<file path="src/rtl/fifo_ctrl_pkg.sv">
// Shared definitions for the FIFO read-side burst controller.
// Latency: n/a (types and constants only).
// Backpressure: n/a.
package fifo_ctrl_pkg;

  typedef enum logic [1:0] {
    ST_IDLE  = 2'd0,
    ST_BURST = 2'd1,
    ST_DRAIN = 2'd2
  } state_t;

  localparam int DEF_PTR_WIDTH  = 3;
  localparam int DEF_DATA_WIDTH = 32;
  localparam int DEF_BURST_LEN  = 4;
  localparam int DEF_TIMEOUT    = 16;

endpackage

</file>
<file path="src/rtl/axis_skid_buf.sv">
// Two-entry output buffer; entry 0 is the head presented on out_*.
// Latency: a word written with in_vld is visible on out_vld the next cycle.
// Backpressure: no in_rdy; the writer must keep (count + in-flight - pop) <= 2.
// Ports: clk/rst (sync, active high), in_vld/in_dat write side,
//        out_vld/out_dat/out_rdy read side, count = stored words (0..2).
module axis_skid_buf #(
  parameter int WIDTH = 33
) (
  input  logic             clk,
  input  logic             rst,
  input  logic             in_vld,
  input  logic [WIDTH-1:0] in_dat,
  output logic             out_vld,
  output logic [WIDTH-1:0] out_dat,
  input  logic             out_rdy,
  output logic [1:0]       count
);

  logic [WIDTH-1:0] ent0_q, ent0_d;
  logic [WIDTH-1:0] ent1_q, ent1_d;
  logic [1:0]       cnt_q, cnt_d;
  logic [1:0]       cnt_pop;
  logic             pop;

  always_comb begin
    ent0_d  = ent0_q;
    ent1_d  = ent1_q;
    pop     = (cnt_q != 2'd0) && out_rdy;
    cnt_pop = cnt_q - {1'b0, pop};
    // Pop shifts entry 1 forward; a write then lands in the first free slot.
    if (pop) begin
      ent0_d = ent1_q;
    end
    if (in_vld) begin
      if (cnt_pop == 2'd0) begin
        ent0_d = in_dat;
      end else begin
        ent1_d = in_dat;
      end
    end
    cnt_d = cnt_pop + {1'b0, in_vld};
  end

  always_ff @(posedge clk) begin
    if (rst) begin
      ent0_q <= '0;
      ent1_q <= '0;
      cnt_q  <= 2'd0;
    end else begin
      ent0_q <= ent0_d;
      ent1_q <= ent1_d;
      cnt_q  <= cnt_d;
    end
  end

  assign out_vld = (cnt_q != 2'd0);
  assign out_dat = ent0_q;
  assign count   = cnt_q;

endmodule

</file>
<file path="src/rtl/fifo_rd_burst_ctrl.sv">
// Reads bursts from a FIFO read port and emits them on an AXI-Stream master with tlast per burst.
// Latency: fifo_rd -> rdata next cycle -> captured into buffer -> tvalid; 1 beat/cycle sustained.
// Backpressure: tready stalls hold the buffer; reads are throttled to keep <= 2 words outstanding.
// Ports: rclk/rrst (sync, active high), enable gates burst starts,
//        fifo_empty/fifo_usedw/fifo_rdata/fifo_rd FIFO read side,
//        m_axis_tdata/tvalid/tready/tlast stream side, busy = not IDLE.
module fifo_rd_burst_ctrl
  import fifo_ctrl_pkg::*;
#(
  parameter int PTR_WIDTH  = DEF_PTR_WIDTH,
  parameter int DATA_WIDTH = DEF_DATA_WIDTH,
  parameter int BURST_LEN  = DEF_BURST_LEN,
  parameter int TIMEOUT    = DEF_TIMEOUT
) (
  input  logic                  rclk,
  input  logic                  rrst,
  input  logic                  enable,
  input  logic                  fifo_empty,
  input  logic [PTR_WIDTH:0]    fifo_usedw,
  input  logic [DATA_WIDTH-1:0] fifo_rdata,
  output logic                  fifo_rd,
  output logic [DATA_WIDTH-1:0] m_axis_tdata,
  output logic                  m_axis_tvalid,
  input  logic                  m_axis_tready,
  output logic                  m_axis_tlast,
  output logic                  busy
);

  localparam int CNT_W = PTR_WIDTH + 1;
  localparam int TMR_W = (TIMEOUT > 1) ? $clog2(TIMEOUT) : 1;
  localparam logic [CNT_W-1:0] BURST_LEN_C = CNT_W'(BURST_LEN);
  localparam logic [TMR_W-1:0] TMR_LAST    = TMR_W'(TIMEOUT - 1);

  state_t           state_q, state_d;
  logic [CNT_W-1:0] rd_rem_q, rd_rem_d;
  logic [TMR_W-1:0] timer_q, timer_d;
  logic             inflight_q, inflight_d;
  logic             inflight_last_q, inflight_last_d;

  logic             start_full, start_part, last_rd, beat_acc;
  logic [1:0]       buf_cnt;
  logic [2:0]       occ;
  logic             buf_vld;
  logic [DATA_WIDTH:0] buf_dat;

  always_comb begin
    start_full = enable && (fifo_usedw >= BURST_LEN_C);
    // A zero usedw alongside a stale non-empty flag would start a burst that never ends.
    start_part = enable && !fifo_empty && (fifo_usedw != '0) &&
                 (fifo_usedw < BURST_LEN_C) && (timer_q == TMR_LAST);
    last_rd    = fifo_rd && (rd_rem_q == CNT_W'(1));
    beat_acc   = buf_vld && m_axis_tready;
    // Words held after this edge, before any new read; the popped beat frees its slot now.
    occ        = {1'b0, buf_cnt} + {2'b0, inflight_q} - {2'b0, beat_acc};
  end

  // State register
  always_ff @(posedge rclk) begin
    if (rrst) begin
      state_q <= ST_IDLE;
    end else begin
      state_q <= state_d;
    end
  end

  // Next-state logic
  always_comb begin
    state_d = state_q;
    case (state_q)
      ST_IDLE:  if (start_full || start_part) state_d = ST_BURST;
      ST_BURST: if (last_rd) state_d = ST_DRAIN;
      ST_DRAIN: if (beat_acc && m_axis_tlast) state_d = ST_IDLE;
      default:  state_d = ST_IDLE;
    endcase
  end

  // Outputs
  always_comb begin
    fifo_rd = (state_q == ST_BURST) && !fifo_empty && (rd_rem_q != '0) && (occ < 3'd2);
    busy    = (state_q != ST_IDLE);
  end

  // Counters and read pipeline
  always_comb begin
    rd_rem_d = rd_rem_q;
    if (state_q == ST_IDLE) begin
      if (start_full) begin
        rd_rem_d = BURST_LEN_C;
      end else if (start_part) begin
        rd_rem_d = fifo_usedw;
      end
    end else if (fifo_rd) begin
      rd_rem_d = rd_rem_q - CNT_W'(1);
    end

    // Saturates at the last value so a lagging usedw of 0 does not wrap the timer.
    timer_d = '0;
    if ((state_q == ST_IDLE) && !start_full && !start_part && !fifo_empty && enable) begin
      timer_d = (timer_q == TMR_LAST) ? timer_q : timer_q + TMR_W'(1);
    end

    inflight_d      = fifo_rd;
    inflight_last_d = last_rd;
  end

  always_ff @(posedge rclk) begin
    if (rrst) begin
      rd_rem_q        <= '0;
      timer_q         <= '0;
      inflight_q      <= 1'b0;
      inflight_last_q <= 1'b0;
    end else begin
      rd_rem_q        <= rd_rem_d;
      timer_q         <= timer_d;
      inflight_q      <= inflight_d;
      inflight_last_q <= inflight_last_d;
    end
  end

  // tlast travels with its word so partial bursts need no separate beat counter.
  axis_skid_buf #(
    .WIDTH(DATA_WIDTH + 1)
  ) u_skid (
    .clk    (rclk),
    .rst    (rrst),
    .in_vld (inflight_q),
    .in_dat ({inflight_last_q, fifo_rdata}),
    .out_vld(buf_vld),
    .out_dat(buf_dat),
    .out_rdy(m_axis_tready),
    .count  (buf_cnt)
  );

  assign m_axis_tvalid = buf_vld;
  assign m_axis_tdata  = buf_dat[DATA_WIDTH-1:0];
  assign m_axis_tlast  = buf_vld && buf_dat[DATA_WIDTH];

endmodule

</file>
<file path="config.mk">
export PLATFORM = sky130hd
export DESIGN_NAME = fifo_rd_burst_ctrl
export DESIGN_NICKNAME = d
export VERILOG_FILES = /design/src/rtl/fifo_ctrl_pkg.sv /design/src/rtl/axis_skid_buf.sv /design/src/rtl/fifo_rd_burst_ctrl.sv
export SDC_FILE = /design/constraint.sdc
export NUM_CORES = 1
export LEC_CHECK = 0
export ABC_AREA = 1
export BUFFER_PORTS_ARGS = -buffer_cell sky130_fd_sc_hd__buf_2
export CORE_ASPECT_RATIO = 1.25
export CORE_MARGIN = 5
export CORE_UTILIZATION = 60
export CTS_CLUSTER_DIAMETER = 60
export DETAILED_ROUTE_END_ITERATION = 10
export GPL_TIMING_DRIVEN = 0
export PLACE_DENSITY = 0.95
export SETUP_SLACK_MARGIN = 0.3
export SLEW_MARGIN = 20
export SYNTH_ARGS = -nofsm -noshare
export SYNTH_HDL_FRONTEND = slang
export SYNTH_SLANG_ARGS = --single-unit
</file>
<file path="constraint.sdc">
create_clock -name rclk -period 5.7 [get_ports rclk]
set_input_delay 1.425 -clock rclk [delete_from_list [all_inputs] [get_ports rclk]]
set_output_delay 1.425 -clock rclk [all_outputs]
set_load 0.1 [all_outputs]
</file>
==> metrics.cfg <==
[sta]
rsz0062_at_grt=no
finalSetupViolations=0
fin_skew_ns=0.01132
tns_ns=0
period_minus_slack_ns=4.645
slew_viol_final=0
fmax_mhz=215.3
tightest_slew_ns=0.5568
hold_viol=0
slew_headroom_pct=62.88
period_share_pct=81.49

[route]
vias_per_cell=5.111
drt_wl_total_mm=9.829
first_iter_violations=331
vias=3997
ant_nets=0
wl_per_cell_um=12.57
dr.pass1.iters=5
drc=0

[clocking]
clock_path_buffers=2
clk_pin_slew_worst_paths_ns=0.08
htree_levels=3
insertion_delay_ns=0.36
clock-sinks=80
cts_resized=0
cts_tree=done
cts_buffers=9
postCtsSetupBuffers=0
clock-root-buffer=clkbuf_8
postCtsHoldBufs=0

[worst_setup_path]
cp.arrival_ns=3.22
required_ns=4.28
start_kind=primary input
cp-end-kind=output pin
crit_fanout=6
path_class=in2out

[synthesis]
ys_seq_area_share_pct=39.52
ys.flop_type=dfxtp_1
syn_nets=652
synth.distinct_cells=30
yosysWarnings=0
synth-edff-count=0
async_flop_share_pct=0
avgSynthCellArea_um2=6.699
ys_seq_elements=80
syn-instance-count=605
netlist_area_um2=4053

[die]
core_region_area_um2=6565
num_rows=33
die_area_um2=8508
io_pins=77
die_y_um=101.9
initial_core_util_pct=61.73
die_x_um=83.51

[global_routing]
gr-total-overflow=0
grt_use_total_pct=23.55
grt_max_degree=14
grt_pass1_wl_mm=16.30
grt_antenna_before_repair=0
grt_pass1_vias=3771

[min_path]
hold_path.class=reg2reg

[place]
globalplace.congestion=0.8495
hpwl_mm=7.147
io_buffers=75

[final_layout]
diodes=0
drive_gt1_share_pct=22.16
nNetsFinal=738
areaGrowthSynthToFinish_pct=16.52
seqCellArea_um2=1602
fillCellCount=500
multiInputGateArea_um2=1931

[status]
outcome=finished, final reports clean

[power_and_ir_drop]
power_density_nw_per_um2=277.7
ir_drop_v=0.0002151
power_uw=1311
p_leak_uw=0.002383

[flow_run]
max-cap-violations=0

[power by group]
part	internal, µW	leakage [µW]	switching [µW]
Clock	198	0.0000948	210
Sequential	581	0.000647	13.0
Combinational	86.2	0.00164	222
Total	865	0.00238	446
[area by class of cell]
cell class                      count  share of cell area, %
Multi-Input combinational cell    432                  40.88
Tap cell                           87                  2.305
Clock buffer                        9                  2.623
Buffer                             62                  8.559
Inverter                           31                  2.464
Clock inverter                      6                  1.298
Sequential cell                    80                  33.92
Timing Repair Buffer               75                  7.949
[cells in the final DEF (no fill, tap or decap)]
master      netlist  final
nand2_1         179    179
nor2_1          151    151
buf_2            11     86
dfxtp_1          80     80
buf_4            34     34
nand3b_1         33     33
o21ai_0          27     27
inv_1            24     24
nand3_1          11     11
clkbuf_1         10     10
clkbuf_8          0      9
inv_2             6      6
a21oi_1           6      6
ha_1              5      5
buf_6             4      4
buf_1             3      3
clkinv_2          0      3
nand3_2           2      2
o21a_1            2      2
xnor2_1           2      2
or2_2             2      2
nand4_1           2      2
nor3_1            2      2
o21ai_2           1      1
nor2_2            1      1
nand2_2           1      1
clkinv_1          1      1
o21ai_1           1      1
a21oi_2           1      1
o21bai_1          1      1
nand2_4           1      1
fa_1              1      1
bufinv_16         0      1
clkinv_4          0      1
clkinvlp_4        0      1
[worst paths after layout]
| kind | depth (start not counted) | slack (ns) | from | end |
|---|---|---|---|---|
| worst max-delay path | 10 | 1.06 | m_axis_tready | fifo_rd |
| worst min register to register | 2 | 0.49 | u_skid.ent1_q[28]$_SDFFE_PP0P_ | u_skid.ent1_q[28]$_SDFFE_PP0P_ |
| worst min-delay path | 2 | 0.49 | u_skid.ent1_q[28]$_SDFFE_PP0P_ | u_skid.ent1_q[28]$_SDFFE_PP0P_ |
| worst max register to register | 12 | 3.06 | inflight_q$_SDFF_PP0_ | rd_rem_q[3]$_SDFFE_PP0P_ |
[worst max-delay path: stages]
cell and delay [ns]:
buf_2 0.13, nand3_2 0.11, o21ai_2 0.11, nand2_1 0.09, fa_1 0.51, nand2_1 0.05
nor2_1 0.09, nand3_1 0.18, inv_1 0.09, buf_2 0.42
[routing by layer]
| layer | share of wire [%] | track usage (%) | vias up |
|---|---|---|---|
| met5 | 0 | 0 | - |
| met4 | 2.7 | 13.74 | 0 |
| met3 | 6.9 | 4.113 | 23 |
| met2 | 52 | 44.07 | 149 |
| met1 | 39 | 25.03 | 1821 |
| li1 | - | - | 2004 |
[kinds of logic after synthesis]
kind of cell	count (synthesis)	synth area share, %
AO/OA/AOI/OAI	39	5.187
buffers and inverters	93	12.84
XOR/XNOR	2	0.4323
flip-flops	80	39.52
AND/OR/NAND/NOR	385	39.98
adder cells (fa/ha/maj)	6	2.038
[cell usage after synthesis, types with 3 or more instances]
cell type  number  area (µm²)
buf_4          34       255.2
nand3_1        11       55.05
clkbuf_1       10       37.54
buf_1           3       11.26
o21ai_0        27       135.1
nor2_1        151       566.8
inv_1          24       90.09
a21oi_1         6       30.03
inv_2           6       22.52
nand2_1       179       671.9
dfxtp_1        80        1602
buf_6           4       45.04
buf_2          11       55.05
nand3b_1       33       247.7
ha_1            5       62.56
[stage by stage]
| stage | worst slack [ns] | hold slack, ns | instance area (µm²) | std cells | util, % |
|---|---|---|---|---|---|
| 6_report | 1.055 | 0.4871 | 4722 | 782 | 71.93 |
| 5_1_grt | 0.9256 | 0.5030 | 4722 | 782 | 71.93 |
| 4_1_cts | 1.037 | 0.4883 | 4722 | 782 | 71.93 |
| 3_5_place_dp | 1.053 | 0.4721 | 4537 | 767 | 69.11 |
| 3_3_place_gp | 1.106 | 0.4637 | 4537 | 767 | 69.11 |
| 2_1_floorplan | 1.217 | 0.4516 | 4053 | 605 | - |
[registers in the layout (all words and copies together), names as in the netlist]
name             flops
u_skid.ent1_q       33
inflight_last_q      1
timer_q              4
u_skid.count         2
state_q              2
u_skid.out_dat      33
rd_rem_q             4
inflight_q           1
No activity file was read; power rests on OpenSTA's default activity.
